--- src/rtl/jt7759_romrd.sv ---
// -----------------------------------------------------------------------------
// jt7759_romrd
//
// Byte-read front end between the uPD7759 ADPCM core and a 16-bit sample-ROM
// port. Two word buffers (W0, W1) hold recently fetched ROM words. Pointer P
// names the primary buffer. The other buffer is the landing slot for demand
// misses and for the optional next-word prefetch. When the sound core walks
// forward into the non-primary buffer, the two roles swap. The old primary
// buffer is then refilled with the following word.
//
// Parameters
//   PREFETCH   1: fetch word tag+1 after each demand fetch or swap; 0: never
//
// Ports
//   clk        system clock, rising edge
//   rst        synchronous, active-high reset
//   rom_cs     byte-read request from the sound core
//   rom_addr   17-bit byte address of the requested byte
//   rom_data   returned byte (registered, held between hits)
//   rom_ok     rom_data is valid for the current rom_addr (registered)
//   flush      one-cycle pulse invalidating both buffers (ROM reload)
//   mem_req    memory read request, held until acknowledged
//   mem_addr   memory word address (byte address bits [16:1])
//   mem_data   memory read word, little-endian byte order
//   mem_ack    one-cycle strobe qualifying mem_data
// -----------------------------------------------------------------------------
module jt7759_romrd #(
    parameter int PREFETCH = 1
) (
    input  logic        clk,
    input  logic        rst,
    input  logic        rom_cs,
    input  logic [16:0] rom_addr,
    output logic [7:0]  rom_data,
    output logic        rom_ok,
    input  logic        flush,
    output logic        mem_req,
    output logic [15:0] mem_addr,
    input  logic [15:0] mem_data,
    input  logic        mem_ack
);

    localparam logic PF_EN = (PREFETCH != 0);

    typedef enum logic [1:0] {
        IDLE  = 2'd0,
        FETCH = 2'd1,
        PREF  = 2'd2
    } state_t;

    state_t      r_state;
    state_t      w_state_nxt;

    // Buffer storage: tags and data carry no reset, only the valid bits do.
    logic [1:0]  r_valid;
    logic [15:0] r_tag  [2];
    logic [15:0] r_data [2];
    logic        r_p;          // primary buffer index
    logic        r_tgt;        // buffer written by the in-flight transaction
    logic        r_discard;    // flush seen during the in-flight transaction

    logic        r_mem_req;
    logic [15:0] r_mem_addr;
    logic        r_rom_ok;
    logic [7:0]  r_rom_data;
    logic [16:0] r_prev_addr;
    logic        r_prev_cs;

    // Lookup
    logic [15:0] w_word;
    logic [15:0] w_word_inc;
    logic [15:0] w_mem_inc;
    logic        w_hit0;
    logic        w_hit1;
    logic        w_hit;
    logic        w_hit_idx;
    logic [15:0] w_hit_word;
    logic [7:0]  w_byte;
    logic        w_stable;
    logic        w_ack;
    logic        w_discard_now;
    logic        w_tgt_n;
    logic        w_idle_pf_held;
    logic        w_fetch_pf_held;

    // FSM decisions applied by the register process
    logic        w_req_set;
    logic        w_req_clr;
    logic [15:0] w_addr_nxt;
    logic        w_tgt_nxt;
    logic        w_p_nxt;
    logic        w_load;
    logic        w_discard_nxt;

    assign w_word     = rom_addr[16:1];
    assign w_word_inc = w_word + 16'd1;       // wraps FFFF -> 0000
    assign w_mem_inc  = r_mem_addr + 16'd1;   // wraps FFFF -> 0000

    assign w_hit0     = rom_cs & r_valid[0] & (r_tag[0] == w_word);
    assign w_hit1     = rom_cs & r_valid[1] & (r_tag[1] == w_word);
    assign w_hit      = w_hit0 | w_hit1;
    // Only meaningful when w_hit is set; the two tags are never equal.
    assign w_hit_idx  = ~w_hit0;
    assign w_hit_word = w_hit_idx ? r_data[1] : r_data[0];
    assign w_byte     = rom_addr[0] ? w_hit_word[15:8] : w_hit_word[7:0];

    // rom_ok needs the same request on two consecutive cycles, so a changed
    // address never sees a result that was looked up for the previous one.
    assign w_stable   = (rom_addr == r_prev_addr) & (rom_cs == r_prev_cs);

    // A strobe without an outstanding request (e.g. left over from before a
    // reset) is ignored.
    assign w_ack      = mem_ack & r_mem_req;

    // Flush on the ack cycle itself wins over the returning data.
    assign w_discard_now = flush | r_discard;

    assign w_tgt_n    = ~r_tgt;

    // On a swap the old primary (r_p) becomes the prefetch slot; skip the
    // prefetch if it already holds the following word.
    assign w_idle_pf_held  = r_valid[r_p] & (r_tag[r_p] == w_word_inc);
    // After a demand fetch the other buffer is the prefetch slot.
    assign w_fetch_pf_held = r_valid[w_tgt_n] & (r_tag[w_tgt_n] == w_mem_inc);

    // -------------------------------------------------------------------------
    // State register
    // -------------------------------------------------------------------------
    always_ff @(posedge clk) begin
        if (rst) begin
            r_state <= IDLE;
        end else begin
            r_state <= w_state_nxt;
        end
    end

    // -------------------------------------------------------------------------
    // Next-state and control decisions
    // -------------------------------------------------------------------------
    always_comb begin
        w_state_nxt   = r_state;
        w_req_set     = 1'b0;
        w_req_clr     = 1'b0;
        w_addr_nxt    = r_mem_addr;
        w_tgt_nxt     = r_tgt;
        w_p_nxt       = r_p;
        w_load        = 1'b0;
        w_discard_nxt = r_discard;

        case (r_state)
            IDLE: begin
                // The flush cycle itself only clears the valid bits; the
                // request is looked up again on the next cycle.
                if (!flush) begin
                    if (rom_cs && !w_hit) begin
                        w_state_nxt = FETCH;
                        w_req_set   = 1'b1;
                        w_addr_nxt  = w_word;
                        w_tgt_nxt   = ~r_p;
                    end else if (w_hit && (w_hit_idx != r_p)) begin
                        w_p_nxt = ~r_p;
                        if (PF_EN && !w_idle_pf_held) begin
                            w_state_nxt = PREF;
                            w_addr_nxt  = w_word_inc;
                            w_tgt_nxt   = r_p;
                        end
                    end
                end
            end

            FETCH: begin
                if (w_ack) begin
                    w_req_clr = 1'b1;
                    if (w_discard_now) begin
                        w_state_nxt   = IDLE;
                        w_discard_nxt = 1'b0;
                    end else begin
                        w_load  = 1'b1;
                        w_p_nxt = r_tgt;
                        if (PF_EN && !w_fetch_pf_held) begin
                            w_state_nxt = PREF;
                            w_addr_nxt  = w_mem_inc;
                            w_tgt_nxt   = ~r_tgt;
                        end else begin
                            w_state_nxt = IDLE;
                        end
                    end
                end else if (flush) begin
                    w_discard_nxt = 1'b1;
                end
            end

            PREF: begin
                // PREF is entered with mem_req low so that every ack is
                // followed by one idle request cycle; raise it here.
                if (w_ack) begin
                    w_req_clr     = 1'b1;
                    w_state_nxt   = IDLE;
                    w_discard_nxt = 1'b0;
                    w_load        = ~w_discard_now;
                end else begin
                    if (!r_mem_req) begin
                        w_req_set = 1'b1;
                    end
                    if (flush) begin
                        w_discard_nxt = 1'b1;
                    end
                end
            end

            default: begin
                w_state_nxt = IDLE;
            end
        endcase
    end

    // -------------------------------------------------------------------------
    // Control registers and outputs
    // -------------------------------------------------------------------------
    always_ff @(posedge clk) begin
        if (rst) begin
            r_mem_req   <= 1'b0;
            r_mem_addr  <= 16'd0;
            r_valid     <= 2'b00;
            r_p         <= 1'b0;
            r_tgt       <= 1'b0;
            r_discard   <= 1'b0;
            r_rom_ok    <= 1'b0;
            r_rom_data  <= 8'd0;
            r_prev_addr <= 17'd0;
            r_prev_cs   <= 1'b0;
        end else begin
            if (w_req_set) begin
                r_mem_req <= 1'b1;
            end else if (w_req_clr) begin
                r_mem_req <= 1'b0;
            end
            r_mem_addr <= w_addr_nxt;
            r_tgt      <= w_tgt_nxt;
            r_p        <= w_p_nxt;
            r_discard  <= w_discard_nxt;

            if (flush) begin
                r_valid <= 2'b00;
            end else if (w_load) begin
                r_valid[r_tgt] <= 1'b1;
            end

            r_rom_ok <= w_hit & w_stable & ~flush;
            if (w_hit) begin
                r_rom_data <= w_byte;
            end
            r_prev_addr <= rom_addr;
            r_prev_cs   <= rom_cs;
        end
    end

    // -------------------------------------------------------------------------
    // Buffer tag/data storage
    // -------------------------------------------------------------------------
    always_ff @(posedge clk) begin
        if (w_load) begin
            r_tag[r_tgt]  <= r_mem_addr;
            r_data[r_tgt] <= mem_data;
        end
    end

    assign rom_data = r_rom_data;
    assign rom_ok   = r_rom_ok;
    assign mem_req  = r_mem_req;
    assign mem_addr = r_mem_addr;

endmodule

--- config.mk ---
export PLATFORM = sky130hd
export DESIGN_NAME = jt7759_romrd
export DESIGN_NICKNAME = d
export VERILOG_FILES = /design/src/rtl/jt7759_romrd.sv
export SDC_FILE = /design/constraint.sdc
export NUM_CORES = 1
export LEC_CHECK = 0
export BUFFER_PORTS_ARGS = -buffer_cell sky130_fd_sc_hd__buf_2
export CAP_MARGIN = 5
export CORE_ASPECT_RATIO = 1.2
export CORE_UTILIZATION = 40
export DETAILED_ROUTE_END_ITERATION = 16
export GPL_TIMING_DRIVEN = 0
export RECOVER_POWER = 25
export SYNTH_ARGS = -nofsm -noshare
export SYNTH_HDL_FRONTEND = slang
export SYNTH_SLANG_ARGS = --single-unit
export TNS_END_PERCENT = 30
--- constraint.sdc ---
create_clock -name clk -period 7.5 [get_ports clk]
set_input_delay 0 -clock clk [delete_from_list [all_inputs] [get_ports clk]]
set_output_delay 0 -clock clk [all_outputs]
set_load 0.02 [all_outputs]
==> impl_metrics.yaml <==
clocking:
  clk_path_buf_depth: 2
  htreeDepth: 4
  clk_pin_slew_ns: 0.06
  clock_latency_ns: 0.42
  clock-sinks: 116
  cts_resized: 0
  numCtsBuffers: 17
  clockRootBuffer: "clkbuf_16"
  cts_tree: "built"
  postCtsSetupRepairBufs: 0
  holdBufCountCts: 25
critical_path:
  startpoint_type: "register"
  end_kind: "register"
  path_cells: "nand4_1 -> nor2_2 -> a21oi_1 -> a2111oi_0 -> o2111a_1 -> a21oi_1 -> o211ai_1 -> clkbuf_1 -> or3_1 -> o311ai_2"
  crit_required_ns: 7.79
  slowest_delay_ns: 0.54
  cp_max_fo: 10
  path_class: "register to register"
  cp_data_arrival_time_ns: 3.92
  worst_path_most_repeated_cell: "a21oi_1"
  slowest_stage: "dfxtp_1"
grt:
  grt_overflow_total: 0
  gr-usage-met1_pct: 31.97
  grt_pass1_wl_mm: 35.11
  grt_use_met3_pct: 4.914
  grt_pass1_vias: 6033
  grt_max_degree: 34
  antenna_found_initial: 0
  grt_use_met2_pct: 40.39
  grt_busiest_layer: "met2"
  grtUsageTotal_pct: 25.19
sta:
  rsz0062_at_grt: "no"
  finalSetupViolCount: 0
  tightest_slew_ns: 1.177
  skew_ns: 0.008521
  drv_slew: 0
  hold_viol: 0
  tns_ns: 0
  min_period_ns: 3.630
  max_freq_mhz: 275.5
  finalCritPeriodShare_pct: 48.39
  relSlewSlack_pct: 20.78
layout:
  fin_cells: 1041
  n_antenna_cell: 0
  drive_above_1_share_pct: 18.27
  area.growth.synth_to_final_pct: 19.52
  layout.nets: 851
placed_design:
  gp_congestion: 0.9664
  post-place-cells: 984
  hpwl_mm: 17.15
  io_buffers: 51
floorplan:
  die_h_um: 148.9
  ios: 64
  start_util_pct: 40.93
  coreArea_um2: 17570
  dieArea_um2: 18530
  die_w_um: 124.4
  rows: 53
synthesis:
  syn-num-nets: 755
  syn_avg_cell_area_um2: 10.10
  async_reset_ff_share_pct: 0
  synth.distinct_cells: 75
  yosysWarnings: 0
  syn_inst: 712
  synth-edff-count: 64
  syn_area_um2: 7193
  ys.flop_type: "edfxtp_1"
  synth_seq_area_share_pct: 41.19
  yosys_register_bits: 116
detailed_routing:
  vias_per_cell: 5.874
  drt-initial-drc-count: 517
  wl_mm: 22.87
  vias: 6115
  dr.pass1.iters: 5
  drc_errors: 0
  antenna_left: 0
  wl_per_cell_um: 21.97
run:
  cap_violations: 0
power_and_ir_drop:
  peakVddDrop_v: 0.0001812
  power.leakage_uw: 0.002976
  power.density_nw_per_um2: 286.7
  p_clk_share_pct: 33.2
  power_switching_uw: 893.6
  power.internal_uw: 1571
  seqPwrFrac_pct: 33.6
  netSwitchingFraction_pct: 36.25
  combPwrFrac_pct: 33.2
min_path:
  hold_path_class: "input pin to register"
run_status:
  outcome: "complete, no violations"
-- state kept, by name, summed over array words and instances, names as in the netlist, named ones only --
| name | cells |
|---|---|
| r_valid | 2 |
| r_tgt | 1 |
| r_prev_cs | 1 |
| r_state | 2 |
| r_data | 32 |
| mem_req | 1 |
| mem_addr | 16 |
| rom_ok | 1 |
| r_prev_addr | 17 |
| rom_data | 8 |
| r_p | 1 |
| r_tag | 32 |
| r_discard | 1 |
-- cell usage after synthesis (5+ instances only) --
cell | number | area share (%)
edfxtp_1 | 64 | 27
mux2i_1 | 41 | 5.7
mux4_2 | 9 | 2.8
xor2_1 | 57 | 6.9
a32oi_1 | 5 | 0.61
nand2b_1 | 5 | 0.43
xnor2_1 | 46 | 5.6
or3_1 | 7 | 0.61
a211oi_2 | 5 | 0.87
buf_4 | 7 | 0.73
a21oi_1 | 22 | 1.5
dfxtp_1 | 52 | 14
clkbuf_1 | 25 | 1.3
nand3b_1 | 7 | 0.73
nand3_1 | 33 | 2.3
o211ai_1 | 5 | 0.52
inv_1 | 14 | 0.73
nor3_1 | 16 | 1.1
nand4_1 | 18 | 1.6
nor2_1 | 32 | 1.7
buf_2 | 20 | 1.4
nor2b_1 | 20 | 1.7
and3_1 | 8 | 0.70
nor4_1 | 18 | 1.6
buf_6 | 6 | 0.94
o21ai_0 | 34 | 2.4
ha_1 | 5 | 0.87
nand2_1 | 39 | 2.0
a31oi_1 | 11 | 0.96
-- layout make-up --
cell class                 count  area [um^2]
fill                        1638         8976
multi-input combinational    522         3865
sequential                   116         2963
timing repair buffer          77        521.8
clock buffer                  19        452.9
buffer                        60        321.6
tap                          220        275.3
clock inverter                13        145.1
inverter                      14        52.55
-- critical path: cells and delay by family (launching register included) --
| kind | cells | cell delay [ns] |
|---|---|---|
| buffers and inverters | 1 | 0.48 |
| and+or+nand+nor | 3 | 1.00 |
| AOI/OAI and AO/OA | 6 | 1.46 |
| DFF | 1 | 0.54 |
-- final timing paths --
check              startpoint          end  slack [ns]  cells past startpoint
hold / removal          flush    r_discard        0.07                      3
hold reg to reg   mem_addr[4]  r_tag[1][4]        0.48                      0
setup / recovery  mem_addr[0]  mem_addr[4]        3.87                     10
setup reg to reg  mem_addr[0]  mem_addr[4]        3.87                     10
-- kinds of logic (layout without fill, tap and decap cells) --
family,after synthesis,in the layout,synth area share [%]
adder cells (fa/ha/maj),6,6,1.009
AO/OA/AOI/OAI,124,124,12.44
XOR/XNOR,104,104,12.77
buffers and inverters,74,183,5.201
flip-flops,116,116,41.19
AND/OR/NAND/NOR,236,236,18.56
multiplexers,52,52,8.836
-- layout by cell type, fill, tap and decap left out, types with 5 or more instances in the layout --
cell            n
xor2_1         57
nand2_1        39
clkbuf_16      17
nor2b_1        20
or3_1           7
o211ai_1        5
ha_1            5
dlygate4sd3_1  25
a21oi_1        22
nor2_1         31
buf_6           6
nand2b_1        5
nand3_1        33
mux2i_1        41
o21ai_0        34
inv_1          14
nor3_1         16
a211oi_2        5
mux4_2          9
nor4_1         18
dfxtp_1        52
buf_2          61
buf_4           7
clkbuf_1       34
a32oi_1         5
nand3b_1        7
xnor2_1        46
a31oi_1        11
and3_1          7
nand4_1        18
edfxtp_1       64
-- layer usage --
metal  vias to the layer above  part of all wire, %
met5                         -                    0
met2                       259                   47
met1                      2979                   42
li1                       2821                    -
met3                        56                  6.0
met4                         0                  4.2
-- power groups by stage --
stage | combinational (uW) | clock, uW | sequential (uW)
detailed placement | 793 | 0 | 841
global route | 876 | 856 | 837
CTS | 809 | 829 | 828
floorplan | 534 | 0 | 856
finish | 818 | 819 | 828
global placement | 780 | 0 | 838
-- through the flow --
step / utilization, % / power (uW) / setup WS, ns / cell area, um^2 / hold slack (ns)
6_report: 48.92 / 2465 / 3.870 / 8597 / 0.07179
3_5_place_dp: 44.16 / 1634 / 3.908 / 7760 / 0.1921
3_3_place_gp: 43.95 / 1618 / 3.886 / 7724 / 0.1904
4_1_cts: 48.99 / 2466 / 3.866 / 8608 / 0.04925
5_1_grt: 48.92 / 2569 / 3.577 / 8597 / 0.06214
2_1_floorplan: - / 1390 / 4.654 / 7193 / 0.09887
Note: power is estimated with default switching activity, not from simulation.
